<file path="src/rtl/mem_master.sv">
// Request-side controller for the 32x8 memory: sequences each single access
// through setup, strobe and hold phases and returns it on a response channel.
module mem_master #(
  parameter int ADDR_W      = 5,
  parameter int DATA_W      = 8,
  parameter int WAIT_CYCLES = 1
) (
  input  logic              clk,
  input  logic              rst_n,
  input  logic              i_req_valid,
  output logic              o_req_ready,
  input  logic              i_req_we,
  input  logic [ADDR_W-1:0] i_req_addr,
  input  logic [DATA_W-1:0] i_req_wdata,
  output logic              o_rsp_valid,
  input  logic              i_rsp_ready,
  output logic              o_rsp_we,
  output logic [DATA_W-1:0] o_rsp_rdata,
  output logic [ADDR_W-1:0] o_mem_addr,
  output logic [DATA_W-1:0] o_mem_data_in,
  output logic              o_mem_read_write,
  input  logic [DATA_W-1:0] i_mem_data_out
);

  typedef enum logic [2:0] {
    S_IDLE   = 3'd0,
    S_SETUP  = 3'd1,
    S_STROBE = 3'd2,
    S_HOLD   = 3'd3,
    S_RESP   = 3'd4
  } state_t;

  state_t            r_state;
  logic [3:0]        r_cnt;
  logic              r_req_ready;
  logic              r_rsp_valid;
  logic              r_rsp_we;
  logic [DATA_W-1:0] r_rsp_rdata;
  logic [ADDR_W-1:0] r_mem_addr;
  logic [DATA_W-1:0] r_mem_data_in;
  logic              r_mem_rw;

  // The strobe is driven from a register and reset asynchronously, so a reset
  // mid-write removes the write enable immediately without any glitch.
  always_ff @(posedge clk or negedge rst_n) begin
    if (!rst_n) begin
      r_state       <= S_IDLE;
      r_cnt         <= 4'd0;
      r_req_ready   <= 1'b1;
      r_rsp_valid   <= 1'b0;
      r_rsp_we      <= 1'b0;
      r_rsp_rdata   <= '0;
      r_mem_addr    <= '0;
      r_mem_data_in <= '0;
      r_mem_rw      <= 1'b0;
    end else begin
      case (r_state)
        S_IDLE: begin
          if (i_req_valid) begin
            r_mem_addr    <= i_req_addr;
            r_mem_data_in <= i_req_wdata;
            r_rsp_we      <= i_req_we;
            r_req_ready   <= 1'b0;
            r_state       <= S_SETUP;
          end
        end
        S_SETUP: begin
          r_cnt    <= 4'(WAIT_CYCLES - 1);
          r_mem_rw <= r_rsp_we;
          r_state  <= S_STROBE;
        end
        S_STROBE: begin
          if (r_cnt == 4'd0) begin
            r_mem_rw <= 1'b0;
            r_state  <= S_HOLD;
          end else begin
            r_cnt <= r_cnt - 4'd1;
          end
        end
        S_HOLD: begin
          if (!r_rsp_we) begin
            r_rsp_rdata <= i_mem_data_out;
          end
          r_rsp_valid <= 1'b1;
          r_state     <= S_RESP;
        end
        S_RESP: begin
          if (i_rsp_ready) begin
            r_rsp_valid <= 1'b0;
            r_req_ready <= 1'b1;
            r_state     <= S_IDLE;
          end
        end
        default: begin
          r_rsp_valid <= 1'b0;
          r_mem_rw    <= 1'b0;
          r_req_ready <= 1'b1;
          r_state     <= S_IDLE;
        end
      endcase
    end
  end

  assign o_req_ready      = r_req_ready;
  assign o_rsp_valid      = r_rsp_valid;
  assign o_rsp_we         = r_rsp_we;
  assign o_rsp_rdata      = r_rsp_rdata;
  assign o_mem_addr       = r_mem_addr;
  assign o_mem_data_in    = r_mem_data_in;
  assign o_mem_read_write = r_mem_rw;

endmodule
</file>
<file path="config.mk">
export PLATFORM = sky130hd
export DESIGN_NAME = mem_master
export DESIGN_NICKNAME = d
export VERILOG_FILES = /design/src/rtl/mem_master.sv
export SDC_FILE = /design/constraint.sdc
export NUM_CORES = 1
export LEC_CHECK = 0
export BUFFER_PORTS_ARGS = -buffer_cell sky130_fd_sc_hd__buf_2
export CAP_MARGIN = 20
export CORE_ASPECT_RATIO = 1.4
export CORE_MARGIN = 2
export CORE_UTILIZATION = 54
export CTS_BUF_LIST = sky130_fd_sc_hd__clkbuf_4 sky130_fd_sc_hd__clkbuf_8
export DETAILED_ROUTE_END_ITERATION = 8
export PLACE_DENSITY = 0.87
export SKIP_LAST_GASP = 1
export SYNTH_ARGS = -nofsm -noshare
export SYNTH_HDL_FRONTEND = slang
export SYNTH_SLANG_ARGS = --single-unit
</file>
<file path="constraint.sdc">
create_clock -name clk -period 3.4 [get_ports clk]
set_input_delay 0.51 -clock clk [delete_from_list [all_inputs] [get_ports clk]]
set_output_delay 0.51 -clock clk [all_outputs]
set_load 0.1 [all_outputs]
</file>
Word level (Yosys, flattened, before mapping):

Cells that the tools add are included.

* add/subtract/negate cells: 1
* equality and inequality tests: 8
* multiplexer cells: 13
* bitwise logic cells: 4
* reduce and logical (&&, ||, !) cells: 13

Operators with widths (number)
* $pmux W3 S5: 1
* $reduce_and A2 Y1: 5
* $mux W3: 3
* $pmux W1 S3: 3
* $reduce_or A3 Y1: 3
* $ne A2 B2 Y1 const B: 4
* $pmux W4 S2: 1
* $eq A3 B2 Y1 const B: 2
* $reduce_and A3 Y1: 2
* $logic_not A4 Y1: 1
* $mux W1: 4
* $mux W4: 1
* $not A1 Y1: 4
* $sub A4 B1 Y4 const B: 1
* $eq A3 B1 Y1 const B: 1
* $eq A3 B3 Y1 const B: 1
* $logic_not A3 Y1: 1
* $reduce_bool A2 Y1: 1

* bits in registers: 32

Depth between registers and ports, before layout:

* depth in word-level cells: 4
* depth in mapped cells: 6
* depth with buffers taken out: 5

Least setup slack after synthesis:

No wires, ideal clock.

* path type: flip-flop to flip-flop
* start: reg r_rsp_we, in the netlist o_rsp_we
* end: reg r_rsp_rdata[0], in the netlist o_rsp_rdata[0]
* arrival time: 1.686 ns
* required time: 3.275 ns
* slack: 1.588 ns
* stages on the path, launching flop included: 3
* buffers on the path: 0
* clock period less this slack: 1.812 ns
* cell sequence: dfrtp_1 nor3b_2 mux2_2

* word-level cells in the longest chain between the ends: 2

RTL lines
* from (decl): RTL line 37 `logic r_rsp_we;`
* from (signal assigned): RTL line 62 `r_rsp_we <= i_req_we;`
* $not A1 Y1 (no line)
* $reduce_and A2 Y1 (no line)
* to (signal assigned): RTL line 82 `r_rsp_rdata <= i_mem_data_out;`
* to (decl): RTL line 38 `logic [DATA_W-1:0] r_rsp_rdata;`

No other way between the ends.
A chain may end at the register's enable or synchronous reset.

Final worst setup path:

* start: reg r_state[0]
* end: reg r_mem_addr[2], in the netlist o_mem_addr[2]

* word-level cells in the longest chain between the ends: 2

RTL lines
* from (decl): RTL line 33 `state_t r_state;`
* from (signal assigned): RTL line 47 `r_state <= S_IDLE;`
* from (signal assigned): RTL line 64 `r_state <= S_SETUP;`
* from (signal assigned): RTL line 70 `r_state <= S_STROBE;`
* $logic_not A3 Y1: RTL line 57 `case (r_state)`
* $reduce_and A2 Y1 (no line)
* to (signal assigned): RTL line 60 `r_mem_addr <= i_req_addr;`
* to (decl): RTL line 39 `logic [ADDR_W-1:0] r_mem_addr;`

No other way between the ends.

==> flow_summary.toml <==
[setup_path]
critical_path_class = "reg2reg"
rr_startpoint = "r_state[0]"
required_ps = 3620
critPathCaptureType = "flip-flop"
cp_max_fo = 14
cp.arrival_ps = 2110
cp-startpoint = "r_state[0]"
rrSetupSlack_ps = 1510
startpoint_type = "flip-flop"

[routing]
drt_wl_total_um = 2500
maxUsedRoutingLayer = "met4"
ant_nets = 0
wl_per_cell_um = 13.4
wl_met2_um = 1230
drt-pass1-iter-count = 4
wl_met1_um = 1060
drc = 0
num_vias = 970
drt_first_iter_violations = 7
routed-wl-met3_um = 141
via_per_inst = 5.19

[yosys]
yosysSeqAreaShare_pct = 58.6
yosys.area.top_type = "dfrtp_1"
synth.top_cell.area_share_pct = 56.7
syn_inst = 101
avgSynthCellArea_um2 = 13.5
synthTopCellsByCount = "dfrtp_1 (31), mux2_2 (22), inv_1 (4), nand2_1 (4), nor2_1 (4)"
yosysUniqueCellTypes = 30
yosys_warnings = 0
synthFlopType = "dfrtp_1"
synth.most_common_cell = "dfrtp_1"
syn-num-nets = 129
ys_top_cells_by_area = "dfrtp_1 (57%), mux2_2 (18%), mux2i_1 (2.2%)"
synthArstFlopShare_pct = 100
synth_area_um2 = 1370
synth_edf_count = 0
ys_seq_elements = 32

[die]
row_count = 21
fp.coreArea_um2 = 2390
die_area_um2 = 2960
pin_count = 51
start_util_pct = 57.2
fp.dieW_um = 46.5
die_h_um = 63.5

[placed_design]
dpl.hpwl_um = 1850
placed_area_um2 = 1630
gp_congestion = 0.826
numPortBuffers = 50

[grt]
grt_pass1_wl_um = 4260
grt_max_degree = 33
grt_pass1_vias = 993
grt_overflow_total = 0
track_usage_pct = 20.5
antenna_found_initial = 0

[clock_network]
cts-htree-levels = 2
cts_hold_buf = 0
cts-root-buf = "clkbuf_4"
worst_skew_pair.late_latency_ps = 330
cts_tree = "done"
post_cts_resized = 0
clock_path_buffers = 2
post_cts_buffers = 0
clock-sinks = 32
cts_buffers = 5
clkSlewWorstSetupHoldPaths_ps = 100

[cells_and_area]
syn_to_final_growth_pct = 23.1
stdcell_area_um2 = 1680
drive_gt1_share_pct = 54.2
nFillCells = 186
antennaDiodeCount = 0
nets = 181

[flow_run]
drv_cap = 0

[hold_path]
hold_class = "in2async"

[sta]
final.period_utilization_pct = 55.5
slew_headroom_pct = 44.4
fin_tns_setup_ps = 0
slew_violations = 0
fin_hold_ws_ps = 207
fmax_mhz = 530
setup_violations = 0
tightest_slew_ps = 827
finalHoldViolations = 0
finalCriticalPeriod_ps = 1890
clock_skew_ps = 13.3
rsz0062_at_grt = "false"

[run_status]
status = "finished clean"
-- final cells by class --
type / instances / area (µm²) / share of cell area, %
Clock inverter: 1 / 5.00 / 0.297
Multi-Input combinational cell: 60 / 523 / 31.1
Timing Repair Buffer: 50 / 250 / 14.9
Clock buffer: 6 / 45.0 / 2.68
Tap cell: 34 / 42.5 / 2.53
Sequential cell: 32 / 802 / 47.7
Inverter: 4 / 15.0 / 0.892
-- metal layers --
metal	vias up	track usage [%]
met2	37	30.2
li1	462	-
met4	0	11.1
met1	463	25.2
met3	8	7.45
met5	-	0
-- worst paths after layout --
check / end / depth (start not counted)
worst max-delay path: o_mem_addr[2] / 2
worst min-delay path: o_mem_read_write / 1
worst max register to register: o_mem_addr[2] / 2
worst min register to register: o_rsp_rdata[3] / 1
max in group asynchronous: o_rsp_rdata[4] / 1
min in group clk: o_mem_addr[4] / 2
-- stage by stage --
step | instances | utilization (%) | setup WS, ps
5_1_grt | 187 | 70.4 | 1380
2_1_floorplan | 101 | - | 1590
3_5_place_dp | 180 | 68.3 | 1500
3_3_place_gp | 180 | 68.3 | 1570
6_report | 187 | 70.4 | 1510
4_1_cts | 187 | 70.4 | 1490
-- logic make-up (layout without fill, tap and decap cells) --
kind of cell / Yosys count / in the layout / synth area share [%]
compound gates: 10 / 10 / 4.94
flops: 32 / 32 / 58.6
mux: 25 / 25 / 20.3
fa+ha+maj: 2 / 2 / 1.83
simple gates: 22 / 22 / 10.5
buf+inv: 9 / 61 / 3.11
xor+xnor: 1 / 1 / 0.641
-- state kept, by name, indices dropped and copies added (netlist names) --
name	count
o_mem_data_in	8
o_mem_addr	5
o_req_ready	1
o_mem_read_write	1
o_rsp_valid	1
o_rsp_we	1
o_rsp_rdata	8
r_cnt	4
r_state	3
-- worst max-delay path, stage by stage, from the launching register on --
cell	delay, ps
dfrtp_1	560
nor4_4	800
mux2_2	420
-- placed cells by master (no fill, tap or decap), drive strengths merged --
cell type and count:
xnor2 1, dfrtp 31, or3 1, o22ai 2
nor2 4, o311ai 1, nor4 1, o211a 1
dfstp 1, a22o 1, nor3 1, o31ai 1
or3b 1, inv 4, nand2b 1, nor3b 2
mux2i 3, nand3 2, clkinv 1, a21oi 2
buf 50, nand2 4, o21ai 2, ha 2
mux2 22, clkbuf 6, nor2b 2, nor4b 1
or4 2
Power is left out: the tool's default activity adds up to more than one toggle a clock period on the data nets, which glitch-free logic cannot reach.
